## src/rtl/instr_fetch_buffer_pkg.sv

```systemverilog
// Shared types and constants for the instruction fetch buffer.
//   fetch_entry_t  - one queued fetch result {pc, instr, misaligned}
//   fetch_state_e  - fetch request state machine states
//   NOP_INSTR      - canonical no-op encoding, available to decode
//   is_aligned()   - word-alignment test on the low address bits
package fetch_pkg;

    localparam int FETCH_XLEN = 32;

    localparam logic [31:0] NOP_INSTR = 32'h0000_0013;

    typedef struct packed {
        logic [FETCH_XLEN-1:0] pc;
        logic [FETCH_XLEN-1:0] instr;
        logic                  misaligned;
    } fetch_entry_t;

    typedef enum logic [1:0] {
        IDLE,
        REQ,
        WAIT,
        DRAIN
    } fetch_state_e;

    // A fetch address is usable only when it points at a whole word.
    function automatic logic is_aligned(input logic [1:0] low_bits);
        return (low_bits == 2'b00);
    endfunction

endpackage

```

## src/rtl/instr_fetch_buffer_sync_fifo.sv

```systemverilog
// Small synchronous FIFO holding fetch results.
//   clk, rst_n  - clock and asynchronous active-low reset
//   push        - write push_data at the tail (ignored when full unless popping)
//   pop         - drop the head entry (ignored when empty)
//   clear       - empty the FIFO, overriding push and pop
//   count       - number of stored entries, 0..DEPTH
//   head        - entry at the head, read straight from storage
module sync_fifo #(
    parameter int  DEPTH = 4,
    parameter type T     = logic
) (
    input  logic                       clk,
    input  logic                       rst_n,
    input  logic                       push,
    input  T                           push_data,
    input  logic                       pop,
    input  logic                       clear,
    output logic [$clog2(DEPTH):0]     count,
    output T                           head
);

    localparam int AW = $clog2(DEPTH);
    localparam int CW = AW + 1;

    logic [AW-1:0] wr_ptr;
    logic [AW-1:0] rd_ptr;
    logic          do_push;
    logic          do_pop;
    T              mem [DEPTH];

    // A pop needs something to remove; a push needs room, which a
    // simultaneous pop provides even when the FIFO is full.
    assign do_pop  = pop && (count != '0);
    assign do_push = push && ((count != CW'(DEPTH)) || do_pop);
    assign head    = mem[rd_ptr];

    // Storage, pointers and occupancy. Pointers wrap naturally because
    // DEPTH is a power of two. Clear only rewinds the bookkeeping; the
    // stale storage is unreachable until overwritten.
    always_ff @(posedge clk or negedge rst_n) begin
        if (!rst_n) begin
            wr_ptr <= '0;
            rd_ptr <= '0;
            count  <= '0;
            for (int i = 0; i < DEPTH; i++) begin
                mem[i] <= '0;
            end
        end else if (clear) begin
            wr_ptr <= '0;
            rd_ptr <= '0;
            count  <= '0;
        end else begin
            if (do_push) begin
                mem[wr_ptr] <= push_data;
                wr_ptr      <= wr_ptr + 1'b1;
            end
            if (do_pop) begin
                rd_ptr <= rd_ptr + 1'b1;
            end
            case ({do_push, do_pop})
                2'b10:   count <= count + 1'b1;
                2'b01:   count <= count - 1'b1;
                default: count <= count;
            endcase
        end
    end

endmodule

```

## src/rtl/instr_fetch_buffer.sv

```systemverilog
// Fetch-stage buffer between the PC register and decode.
//   clk, rst_n                 - clock and asynchronous active-low reset
//   pc_valid/pc_in/pc_ready    - PC handshake from the PC register
//   flush                      - redirect: drop queued and in-flight fetches
//   imem_req/imem_addr         - word read request to instruction memory
//   imem_gnt                   - memory accepted the request
//   imem_rvalid/imem_rdata     - read response
//   if_valid/if_ready          - head handshake to decode
//   if_pc/if_instr             - head entry contents
//   if_misaligned              - head PC was not word aligned (if_instr = 0)
module instr_fetch_buffer
    import fetch_pkg::*;
#(
    parameter int DEPTH = 4,
    parameter int XLEN  = FETCH_XLEN
) (
    input  logic            clk,
    input  logic            rst_n,
    input  logic            pc_valid,
    input  logic [XLEN-1:0] pc_in,
    output logic            pc_ready,
    input  logic            flush,
    output logic            imem_req,
    output logic [XLEN-1:0] imem_addr,
    input  logic            imem_gnt,
    input  logic            imem_rvalid,
    input  logic [XLEN-1:0] imem_rdata,
    output logic            if_valid,
    input  logic            if_ready,
    output logic [XLEN-1:0] if_pc,
    output logic [XLEN-1:0] if_instr,
    output logic            if_misaligned
);

    localparam int CW = $clog2(DEPTH) + 1;
    localparam logic [CW-1:0] DEPTH_C = CW'(DEPTH);

    fetch_state_e  state;
    logic          drop_resp;
    logic [CW-1:0] fill_count;
    logic [CW-1:0] reserved_count;
    logic          inflight;
    logic          accept;
    logic          aligned;
    logic          push;
    logic          pop;
    fetch_entry_t  push_entry;
    fetch_entry_t  head;

    // Occupancy counts the slot held back for an outstanding fetch so a
    // returning response can always be stored. A drained response never
    // lands, so DRAIN does not reserve a slot.
    assign inflight       = (state == REQ) || (state == WAIT);
    assign reserved_count = fill_count + {{(CW-1){1'b0}}, inflight};
    assign pc_ready       = rst_n && (state == IDLE) && !flush && (reserved_count < DEPTH_C);
    assign accept         = pc_valid && pc_ready;
    assign aligned        = is_aligned(pc_in[1:0]);
    assign pop            = if_valid && if_ready && !flush;

    assign if_valid       = (fill_count != '0);
    assign if_pc          = head.pc;
    assign if_instr       = head.instr;
    assign if_misaligned  = head.misaligned;

    // Choose what, if anything, enters the FIFO this cycle. Misaligned PCs
    // bypass memory entirely; real responses are kept only when neither the
    // current cycle nor an earlier one (drop_resp) asked to discard them.
    always_comb begin
        push       = 1'b0;
        push_entry = '0;
        if (accept && !aligned) begin
            push                  = 1'b1;
            push_entry.pc         = pc_in;
            push_entry.instr      = '0;
            push_entry.misaligned = 1'b1;
        end else if (!flush && imem_rvalid &&
                     ((state == WAIT) || ((state == REQ) && imem_gnt && !drop_resp))) begin
            push                  = 1'b1;
            push_entry.pc         = imem_addr;
            push_entry.instr      = imem_rdata;
            push_entry.misaligned = 1'b0;
        end
    end

    // Request state machine. imem_addr doubles as the stored PC of the
    // outstanding fetch. A request, once raised, is never withdrawn; a flush
    // seen while still waiting for the grant is remembered in drop_resp so
    // the eventual response is drained instead of queued.
    always_ff @(posedge clk or negedge rst_n) begin
        if (!rst_n) begin
            state     <= IDLE;
            imem_req  <= 1'b0;
            imem_addr <= '0;
            drop_resp <= 1'b0;
        end else begin
            case (state)
                IDLE: begin
                    if (accept && aligned) begin
                        state     <= REQ;
                        imem_req  <= 1'b1;
                        imem_addr <= pc_in;
                        drop_resp <= 1'b0;
                    end
                end
                REQ: begin
                    if (imem_gnt) begin
                        imem_req  <= 1'b0;
                        drop_resp <= 1'b0;
                        if (imem_rvalid) begin
                            state <= IDLE;
                        end else if (flush || drop_resp) begin
                            state <= DRAIN;
                        end else begin
                            state <= WAIT;
                        end
                    end else if (flush) begin
                        drop_resp <= 1'b1;
                    end
                end
                WAIT: begin
                    if (imem_rvalid) begin
                        state <= IDLE;
                    end else if (flush) begin
                        state <= DRAIN;
                    end
                end
                DRAIN: begin
                    if (imem_rvalid) begin
                        state <= IDLE;
                    end
                end
                default: state <= IDLE;
            endcase
        end
    end

    // Result queue towards decode; flush empties it ahead of any push/pop.
    sync_fifo #(
        .DEPTH (DEPTH),
        .T     (fetch_entry_t)
    ) u_fifo (
        .clk       (clk),
        .rst_n     (rst_n),
        .push      (push),
        .push_data (push_entry),
        .pop       (pop),
        .clear     (flush),
        .count     (fill_count),
        .head      (head)
    );

    // A response with no request outstanding means the memory and this
    // block disagree about the transaction in flight.
    rvalid_while_idle: assert property (
        @(posedge clk) disable iff (!rst_n) !(imem_rvalid && (state == IDLE))
    );

endmodule

```

## config.mk

```make
export PLATFORM = sky130hd
export DESIGN_NAME = instr_fetch_buffer
export DESIGN_NICKNAME = d
export VERILOG_FILES = /design/src/rtl/instr_fetch_buffer_pkg.sv /design/src/rtl/instr_fetch_buffer_sync_fifo.sv /design/src/rtl/instr_fetch_buffer.sv
export SDC_FILE = /design/constraint.sdc
export NUM_CORES = 1
export LEC_CHECK = 0
export CAP_MARGIN = 15
export CELL_PAD_IN_SITES_DETAIL_PLACEMENT = 0
export CELL_PAD_IN_SITES_GLOBAL_PLACEMENT = 1
export CORE_UTILIZATION = 30
export CTS_CLUSTER_DIAMETER = 150
export DETAILED_ROUTE_END_ITERATION = 6
export PLACE_DENSITY = 0.58
export REMOVE_ABC_BUFFERS = 1
export SYNTH_ARGS = -nofsm -noshare
export SYNTH_HDL_FRONTEND = slang
export SYNTH_HIERARCHICAL = 1
export SYNTH_SLANG_ARGS = --single-unit
```

## constraint.sdc

```tcl
create_clock -name clk -period 3.6 [get_ports clk]
set_clock_uncertainty 0.1 [all_clocks]
set_input_delay 0.72 -clock clk [delete_from_list [all_inputs] [get_ports clk]]
set_output_delay 0.72 -clock clk [all_outputs]
set_load 0.02 [all_outputs]
```

==> results by group <==
Outcome
  – Status: finished, final reports clean

Finish
  – Antenna cells: 0
  – Final core occ: around two fifths
  – Post-Layout Cell Count: 1826
  – Post-Layout Inst Area: between 0.015 and 0.02 sq mm
  – Commonest cells after routing, fill and taps aside: dfrtp_1 (301), mux2_4 (226), clkdlybuf4s50_1 (169)
  – Final net count: about 1200
  – Fillers: roughly 4800
  – Share of layout cells above drive strength 1: around 41%
  – Commonest non-fill, non-tap cell in the layout: dfrtp_1
  – Syn-to-layout area delta: 25.5%

Yosys
  – Mapped Area: around 0.015 sq mm
  – #FFs+latches synth: 303
  – Synth area leaders: dfrtp_1 (50%), mux2_4 (22%), mux4_2 (9.6%), mux2_2 (4.8%), buf_12 (3.4%)
  – Top-area cell type share of the netlist area: between 40% and 50%
  – Most common flop cell mapped by yosys: dfrtp_1
  – Register area share after synthesis: between 40% and 50%
  – Mapped Cells: approximately 940
  – Post-synth EDFFs: 0
  – Largest area contributor in the netlist: dfrtp_1
  – Warnings, synthesis: 6
  – Syn_area_per_cell: 16.1 sq um
  – Share of synthesized registers carrying an async set or reset: 100%
  – Distinct cells, synth: 48

Worst setup path
  – Worst reg2reg path startpoint: state[0]$_DFFE_PN0P_
  – CP required: about 2.8 ns
  – Highest-delay cell along the critical path: clkdlybuf4s50_1
  – Worst Setup SP: state[0]$_DFFE_PN0P_
  – Slowest stage delay, CP: 0.56 ns
  – CP Launch Type: flip-flop
  – Worst EP arrival: approximately 2.6 ns
  – Max FO, Critical Path: 5
  – Element type at the critical path end: primary output
  – CP cell instances: inv_1, ha_1, nand3_1, xnor2_1, nor2_1, clkdlybuf4s50_1
  – Category of the critical setup timing path: reg2out

Power and ir drop
  – PD cells: 554 mW/mm^2
  – Clock group share of total power: between 40% and 50%
  – P_int: around 8 mW
  – Net Sw Frac: 26.3%
  – Power share of the combinational group: ~21%
  – Static leakage power: about 9.2 nW
  – Net Sw Power: ~2.8 mW
  – Sequential share of power: between 30% and 40%
  – VDD IR max: around 0.32 mV

Route
  – Antenna Nets Post-Route: 0
  – Drt first pass iters: 4
  – Routed len/inst: 19.8 um
  – Residual DRC count: 0
  – Routed Wire Length: between 30 and 40 mm
  – First DRT Iteration DRCs: between 200 and 300
  – Via/cell ratio: 4.63
  – Routed via count: around 8500

Timing
  – RSZ-0062 raised after global routing: false
  – Fmax: approximately 300 MHz
  – Final hold vios: 0
  – Final setup vio count: 0
  – Post-route minimum period: around 3.4 ns
  – Final worst path period share: about 94%
  – Fin Setup TNS: 0 ns
  – Final Max Slew Viols: 0
  – Worst Max-Slew Pin Slew: between 0.8 and 0.9 ns
  – Hold_ws: 0.164 ns
  – Slew HR: about two fifths

CTS
  – Clock latency on the worst-skew pair: roughly 0.54 ns
  – Cts bufs inserted: 38
  – Clk slew on worst S/H paths: 0.05 ns
  – CTS sink count: between 300 and 400
  – Root buffer cell: clkbuf_16
  – CTS max path bufs: 3
  – CTS tree: yes
  – CTS Hold Bufs: 0
  – H-tree levels: 2

Place
  – Port Buffers: between 150 and 200
  – GP Congestion: roughly 0.71
  – Placed Cells incl. Taps: ~1800
  – Cell area after placement: 0.0176 sq mm
  – Dpl hpwl: 22.1 mm

Floorplanning
  – Starting Density: between 30% and 40%
  – Die W: roughly 230 um
  – Core Box Area: 0.0501 sq mm
  – Ports: 171
  – Die extent in y: 227 um
  – Die area: 0.0515 sq mm
  – FP Rows: 82

GRT
  – Initial antenna violation count: 0
  – First-pass GRT wire length: roughly 57 mm
  – Gr usage total: approximately 15%
  – Vias in the first global route: about 9300
  – Remaining global-route overflow: 0
  – Largest net degree at the start of global routing: around 140

Flow run
  – MaxCap Viol Count: 0

Min path
  – HP Class: in2async
[Yosys cell counts (all sizes together), types with 6 or more instances]
master	n
buf	43
inv	9
nand2	65
dfrtp	303
clkbuf	22
mux2	291
a21oi	7
ha	9
nand3	6
mux4	65
nor2	11
o21ai	35
and2	34
[path summary, 6_finish.rpt]
kind | end | slack [ns] | cells after the start
min in group clk | u_fifo/mem[0]$_DFFE_PN0P_ | 0.40 | 1
setup / recovery | pc_ready | 0.23 | 6
hold reg to reg | u_fifo/mem[0]$_DFFE_PN0P_ | 0.40 | 1
hold / removal | state[1]$_DFFE_PN0P_ | 0.16 | 2
setup reg to reg | u_fifo/count[2]$_DFFE_PN0P_ | 0.53 | 10
max in group asynchronous | imem_addr[7]$_DFFE_PN0P_ | 1.72 | 3
[per-stage QoR]
step	setup slack [ns]	power, mW
detailed placement	0.149	6.21
finish	0.228	10.6
global placement	0.166	6.19
CTS	0.165	10.8
global route	0.0339	11.0
floorplan	-1.39	5.18
[per-layer routing]
layer | track usage (%) | part of all wire, % | up-vias
li1 | - | - | 3783
met1 | 20.6 | 48 | 4482
met2 | 22.1 | 46 | 139
met3 | 2.92 | 3.9 | 48
met4 | 5.04 | 2.3 | 0
met5 | 0 | 0 | -
[sequential cells by signal, indices dropped and copies added (netlist names)]
register       flops
state              2
u_fifo/wr_ptr      2
u_fifo/mem       260
imem_addr         32
drop_resp          1
imem_req           1
u_fifo/count       3
u_fifo/rd_ptr      2
[logic make-up after synthesis]
kind of cell    Yosys count  share of synthesized area, %
fa+ha+maj                10                         0.873
simple gates            137                          4.96
mux                     357                          36.9
buf+inv                  74                          4.96
compound gates           56                          2.15
xor+xnor                  5                         0.288
flops                   303                          49.9
[power groups by stage]
stage | registers [mW] | logic, mW | clock network, mW
3_5_place_dp | 4.01 | 2.21 | 0
5_1_grt | 4.00 | 2.34 | 4.71
6_report | 3.96 | 2.18 | 4.42
2_1_floorplan | 4.17 | 1.01 | 0
4_1_cts | 3.96 | 2.21 | 4.58
3_3_place_gp | 4.00 | 2.19 | 0
[worst max-delay path: cells and delay by family, from the launching register on]
family,cells,cell delay [ns]
fa+ha+maj,1,0.29
flops,1,0.39
xor+xnor,1,0.47
simple gates,2,0.20
buf+inv,2,0.67
[final cells by class]
| class | count | area (sq um) | area share (%) |
|---|---|---|---|
| clock inverters | 18 | 348 | 1.82 |
| repair buffers | 209 | 2270 | 11.9 |
| flip-flops and latches | 303 | 7590 | 39.8 |
| inverters | 9 | 33.8 | 0.177 |
| multi-input cells | 565 | 6870 | 36.0 |
| clock buffers | 50 | 1110 | 5.82 |
| well taps | 672 | 841 | 4.41 |
[repair_timing]
| action | in CTS | in global routing |
|---|---|---|
| resized for setup | 0 | 0 |
| hold endpoints to repair | 0 | 0 |
| buffers inserted | 3 | 0 |
| setup endpoints to repair | 10 | 0 |
No activity file was read; power rests on OpenSTA's default activity.
